**config.mk**
```make
export PLATFORM = sky130hd
export DESIGN_NAME = key_event
export DESIGN_NICKNAME = d
export VERILOG_FILES = /design/src/rtl/key_pkg.sv /design/src/rtl/key_stabilizer.sv /design/src/rtl/key_event.sv
export SDC_FILE = /design/constraint.sdc
export NUM_CORES = 1
export LEC_CHECK = 0
export CAP_MARGIN = 20
export CORE_AREA = 8 8 99 118
export DETAILED_ROUTE_END_ITERATION = 7
export DIE_AREA = 0 0 107 126
export SLEW_MARGIN = 10
export SYNTH_ARGS = -nofsm -noshare
export SYNTH_HDL_FRONTEND = slang
export SYNTH_HIERARCHICAL = 1
export SYNTH_SLANG_ARGS = --single-unit
```
**constraint.sdc**
```tcl
create_clock -name Clk -period 5.7 [get_ports Clk]
set_input_delay 1.425 -clock Clk [delete_from_list [all_inputs] [get_ports Clk]]
set_output_delay 1.425 -clock Clk [all_outputs]
set_load 0.05 [all_outputs]
```
**src/rtl/key_pkg.sv**
```systemverilog
// key_pkg: shared keyboard types and keycode constants for key_event and game FSMs.
package key_pkg;

  typedef enum logic [1:0] {
    KEY_IDLE,
    KEY_HELD,
    KEY_REPEAT
  } key_state_t;

  localparam logic [7:0] KEY_NONE  = 8'h00;
  localparam logic [7:0] KEY_ENTER = 8'h28;
  localparam logic [7:0] KEY_Z     = 8'h1D;
  localparam logic [7:0] KEY_X     = 8'h1B;
  localparam logic [7:0] KEY_RIGHT = 8'h4F;
  localparam logic [7:0] KEY_LEFT  = 8'h50;
  localparam logic [7:0] KEY_DOWN  = 8'h51;
  localparam logic [7:0] KEY_UP    = 8'h52;

endpackage

```
**src/rtl/key_stabilizer.sv**
```systemverilog
// key_stabilizer: accepts a raw keycode once it has been unchanged for STABLE_CYCLES clocks.
module key_stabilizer
  import key_pkg::*;
#(
  parameter int unsigned STABLE_CYCLES = 4
) (
  input  logic       Clk,
  input  logic       Reset,
  input  logic [7:0] keycode_raw,
  output logic [7:0] raw_q,
  output logic [7:0] code,
  output logic       accept
);

  localparam int unsigned SW = (STABLE_CYCLES > 1) ? $clog2(STABLE_CYCLES) : 1;
  localparam logic [SW-1:0] SAT = SW'(STABLE_CYCLES - 1);

  logic [SW-1:0] cnt;

  // Accept strobe: stable long enough and different from the currently accepted code.
  always_comb begin
    accept = (cnt == SAT) && (raw_q != code);
  end

  // Sample raw input, track stability, latch accepted code.
  always_ff @(posedge Clk or negedge Reset) begin
    if (!Reset) begin
      raw_q <= KEY_NONE;
      cnt   <= '0;
      code  <= KEY_NONE;
    end else begin
      raw_q <= keycode_raw;
      if (keycode_raw != raw_q) begin
        cnt <= '0;
      end else if (cnt != SAT) begin
        cnt <= cnt + 1'b1;
      end
      if (accept) begin
        code <= raw_q;
      end
    end
  end

endmodule

```
**src/rtl/key_event.sv**
```systemverilog
// key_event: debounced held keycode plus press/release/auto-repeat event pulses.
module key_event
  import key_pkg::*;
#(
  parameter int unsigned STABLE_CYCLES = 4,
  parameter int unsigned REPEAT_DELAY  = 25_000_000,
  parameter int unsigned REPEAT_RATE   = 5_000_000,
  parameter int unsigned CNT_W         = 25
) (
  input  logic       Clk,
  input  logic       Reset,
  input  logic [7:0] keycode_raw,
  output logic [7:0] keycode,
  output logic       key_press,
  output logic       key_release,
  output logic [7:0] evt_code,
  output logic       is_repeat
);

  localparam logic [CNT_W-1:0] DELAY_LAST = CNT_W'(REPEAT_DELAY - 1);
  localparam logic [CNT_W-1:0] RATE_LAST  = CNT_W'(REPEAT_RATE - 1);

  logic [7:0]       raw_q;
  logic             accept;
  key_state_t       state, state_n;
  logic [CNT_W-1:0] timer, timer_n;
  logic             press_n, release_n, repeat_n;
  logic [7:0]       evt_n;

  key_stabilizer #(
    .STABLE_CYCLES(STABLE_CYCLES)
  ) u_stab (
    .Clk        (Clk),
    .Reset      (Reset),
    .keycode_raw(keycode_raw),
    .raw_q      (raw_q),
    .code       (keycode),
    .accept     (accept)
  );

  // Next state, repeat timer and event outputs; acceptance outranks a repeat firing.
  always_comb begin
    state_n   = state;
    timer_n   = timer;
    press_n   = 1'b0;
    release_n = 1'b0;
    repeat_n  = is_repeat;
    evt_n     = evt_code;
    if (accept) begin
      timer_n = '0;
      if (raw_q == KEY_NONE) begin
        release_n = 1'b1;
        evt_n     = keycode;
        state_n   = KEY_IDLE;
      end else begin
        // Fresh press and rollover look the same here: new code, restart schedule.
        press_n  = 1'b1;
        repeat_n = 1'b0;
        evt_n    = raw_q;
        state_n  = KEY_HELD;
      end
    end else begin
      case (state)
        KEY_HELD: begin
          if (timer == DELAY_LAST) begin
            press_n  = 1'b1;
            repeat_n = 1'b1;
            evt_n    = keycode;
            timer_n  = '0;
            state_n  = KEY_REPEAT;
          end else begin
            timer_n = timer + 1'b1;
          end
        end
        KEY_REPEAT: begin
          if (timer == RATE_LAST) begin
            press_n  = 1'b1;
            repeat_n = 1'b1;
            evt_n    = keycode;
            timer_n  = '0;
          end else begin
            timer_n = timer + 1'b1;
          end
        end
        default: begin
          timer_n = '0;
        end
      endcase
    end
  end

  // State, timer and registered event outputs.
  always_ff @(posedge Clk or negedge Reset) begin
    if (!Reset) begin
      state       <= KEY_IDLE;
      timer       <= '0;
      key_press   <= 1'b0;
      key_release <= 1'b0;
      is_repeat   <= 1'b0;
      evt_code    <= KEY_NONE;
    end else begin
      state       <= state_n;
      timer       <= timer_n;
      key_press   <= press_n;
      key_release <= release_n;
      is_repeat   <= repeat_n;
      evt_code    <= evt_n;
    end
  end

endmodule

```
==> results by group <==
GRT
  • Vias in the first global route: 1911
  • Gr usage total: 8.80%
  • GR Overflow Total: 0
  • First-pass GRT wire length: between 9 and 10 mm
  • Largest net degree at the start of global routing: 57
  • Initial antenna violation count: 0

STA
  • Slew margin rel.: 51.9%
  • Tmin final: 3000 ps
  • Final setup TNS: 0 ps
  • Final worst path period share: 52.6%
  • Unrepaired setup endpoints after global routing: false
  • Final Setup Violations: 0
  • Worst slew pin tran: about 700 ps
  • Hold Vio Cnt, Final: 0
  • Fmax: 333 MHz
  • Clk_skew: 9.35 ps
  • Slew Limit Fails: 0

Route
  • Initial DRC Count: 82
  • Drt wl/cell: about 14 um
  • DRC errors left: 0
  • ANT nets after route: 0
  • Via density: approximately 4.5
  • DR pass1 iterations: 4
  • Via Count: 1805
  • Drt total wl: 5.63 mm

Setup path
  • Levels on crit path: 1
  • Critical path's slowest cell: clkdlybuf4s50_1
  • Cell Chain, Critical Path: clkdlybuf4s50_1
  • Max incr delay on CP: approximately 850 ps
  • Setup crit start kind: flop
  • CP endpoint kind: primary output
  • Worst-path fanout max: 4
  • Critical path class: flop to primary output
  • R2r worst-path depth: 7
  • Gate family responsible for the most delay along the worst path: buffers and inverters
  • WP buf/inv: 1
  • Data arrival time of the critical path: roughly 1600 ps
  • CP required: between 4000 and 5000 ps

Power and ir drop
  • Combinational share of power: 3.2%
  • PD cells: 220 nW/um^2
  • Clock share of power: between 40% and 50%
  • Sw frac: 21.6%
  • Peak supply drop: 0.121 mV
  • P_leak: between 1 and 1.5 nW
  • Reg power frac: between 50% and 60%
  • Internal power: 0.574 mW
  • P_sw: approximately 0.16 mW

Die
  • I/O pin count: 29
  • Row cnt: 40
  • Core Area: 9860 sq um
  • Starting Density: 28.1%
  • DIE WIDTH: 107 um
  • Die area: 13500 sq um
  • Die Ht: 126 um

Layout
  • Fin nets: 284
  • Share of layout cells above drive strength 1: 14.4%
  • # fillers: just under 1000
  • Final Non-Filler Cells: 397
  • Most common library cell in the layout ignoring fill and taps: dfrtp_1
  • Most frequent cells in the layout: 56 x dfrtp_1, 32 x nor2_1, 27 x clkdlybuf4s50_1
  • Layout area overhead: 20.3%
  • N_diodes: 0

Clock network
  • Root buf cell: clkbuf_16
  • Worst-path clk slew: roughly 80 ps
  • Deepest clock path buffer count: 2
  • Clock Sinks: 56
  • Post-CTS setup buffer count: 0
  • Hold-fix buffer count after cts: 0
  • Post-cts sizing count: 0
  • CTS tree: done
  • CTS H-tree depth: 2
  • Total CTS buffers: 5
  • Clk Latency, worst-skew pair: 290 ps

Synthesis
  • Post-synthesis compound-gate area fraction: ~6.6%
  • Synth Instances: 239
  • Yosys top cell by area: dfrtp_1
  • Xor/xnor share of the synthesized area: 12.7%
  • Post-synthesis sequential area ratio: 50.7%
  • Synth Area in Simple Gates: 18.9%
  • Multiplexer share of the synthesized area: 7.42%
  • Post-Syn Area per Cell: 11.6 sq um
  • Seq cells post-synth: 56
  • Warnings, synthesis: 6
  • Adder-cell area share of the yosys netlist: 1.81%
  • Synthesized Nets: 253
  • Count of cell types in the netlist: 40
  • Synthesized area: 2770 sq um
  • Synth top area cells: dfrtp_1 51%, xor2_1 7.6%, mux2_2 6.5%, xnor2_1 5.1%, nor2_1 4.3%
  • Main combinational cell family by area after synthesis: simple AND/OR/NAND/NOR gates
  • Share of the synthesized area in the top cell type: 50.7%

Placed design
  • Gpl congestion: 0.747
  • PortBufs: 28
  • Post-placement cell count: between 300 and 400
  • Hpwl dp: just over 4 mm

Min path
  • WHS Path Cells: 1
  • Hold crit path type: flop to flop

Run
  • Max Cap Viol: 0

Outcome
  • Status: finished clean
cell type report:
class                      instances  area, sq um  share of cell area, %
clock inverter                     2         16.3                  0.489
clock buffer                       6          129                   3.87
inverter                           8         30.0                  0.903
tap                              126          158                   4.74
sequential                        56         1400                   42.1
timing repair buffer              29          283                   8.50
multi-input combinational        170         1310                   39.4
kinds of logic (layout without fill, tap and decap cells):
group / after synthesis / after routing
fa+ha+maj: 4 / 4
buf+inv: 13 / 45
mux: 18 / 18
simple gates: 90 / 90
flops: 56 / 56
compound gates: 18 / 18
xor+xnor: 40 / 40
routing by layer:
| layer | GRT usage, % | routed length [um] | vias to the layer above |
|---|---|---|---|
| met5 | 0 | 0 | - |
| li1 | - | - | 896 |
| met1 | 10.4 | 2550 | 877 |
| met3 | 2.60 | 261 | 4 |
| met4 | 2.99 | 61 | 0 |
| met2 | 14.7 | 2750 | 28 |
stage by stage:
| stage | hold slack (ps) | power, mW | utilization [%] | worst slack [ps] | area [sq um] |
|---|---|---|---|---|---|
| finish | 482 | 0.732 | 33.7 | 2700 | 3330 |
| global route | 537 | 0.760 | 33.7 | 2670 | 3330 |
| CTS | 487 | 0.746 | 33.7 | 2680 | 3330 |
| detailed placement | 477 | 0.437 | 32.3 | 3000 | 3180 |
| global placement | 473 | 0.437 | 32.3 | 3010 | 3180 |
| floorplan | 455 | 0.419 | - | 3240 | 2770 |
power groups by stage:
stage	logic, mW	clock network, mW	registers, mW
after floorplan	0.00708	0	0.412
after global placement	0.0239	0	0.413
after detailed placement	0.0240	0	0.413
after CTS	0.0243	0.317	0.405
after global routing	0.0266	0.328	0.406
final	0.0232	0.304	0.405
registers in the layout, summed over array words and instances (netlist names):
register and flops:
u_stab/cnt 2, timer 25, is_repeat 1, evt_code 8
key_release 1, key_press 1, u_stab/raw_q 8, u_stab/code 8
state 2
worst paths after layout:
kind / start / end / slack [ps]
min in group asynchronous: Reset / u_stab/raw_q[6]$_DFF_PN0_ / 1270
hold / removal: timer[0]$_DFF_PN0_ / timer[0]$_DFF_PN0_ / 480
setup / recovery: u_stab/code[4]$_DFFE_PN0P_ / keycode[4] / 2700
max in group asynchronous: Reset / timer[11]$_DFF_PN0_ / 3950
setup reg to reg: u_stab/raw_q[6]$_DFF_PN0_ / evt_code[7]$_DFFE_PN0P_ / 3160
hold reg to reg: timer[0]$_DFF_PN0_ / timer[0]$_DFF_PN0_ / 480
synthesized netlist by cell type:
master	n
ha_1	4
nor2_2	1
a32o_1	1
nand2_1	14
a211o_2	1
mux2_2	16
clkbuf_1	2
dfrtp_1	56
mux2_4	1
o221ai_4	1
a22o_1	8
and4bb_2	1
o31ai_1	2
nand4b_4	1
nand4_1	11
nor4_4	2
mux2i_1	1
and4_1	2
o21a_1	1
or3_1	1
and3_1	1
a21oi_1	1
or2_2	1
nand3_1	7
nor2_1	32
nor4_1	5
nor4bb_1	1
and2_1	2
and4b_1	1
inv_1	8
nor3_1	4
and4_2	1
nor3_2	1
buf_2	2
nand4_4	1
xor2_1	24
o21ai_4	2
buf_4	1
o21ai_0	1
xnor2_1	16
Note: power is estimated with default switching activity, not from simulation.
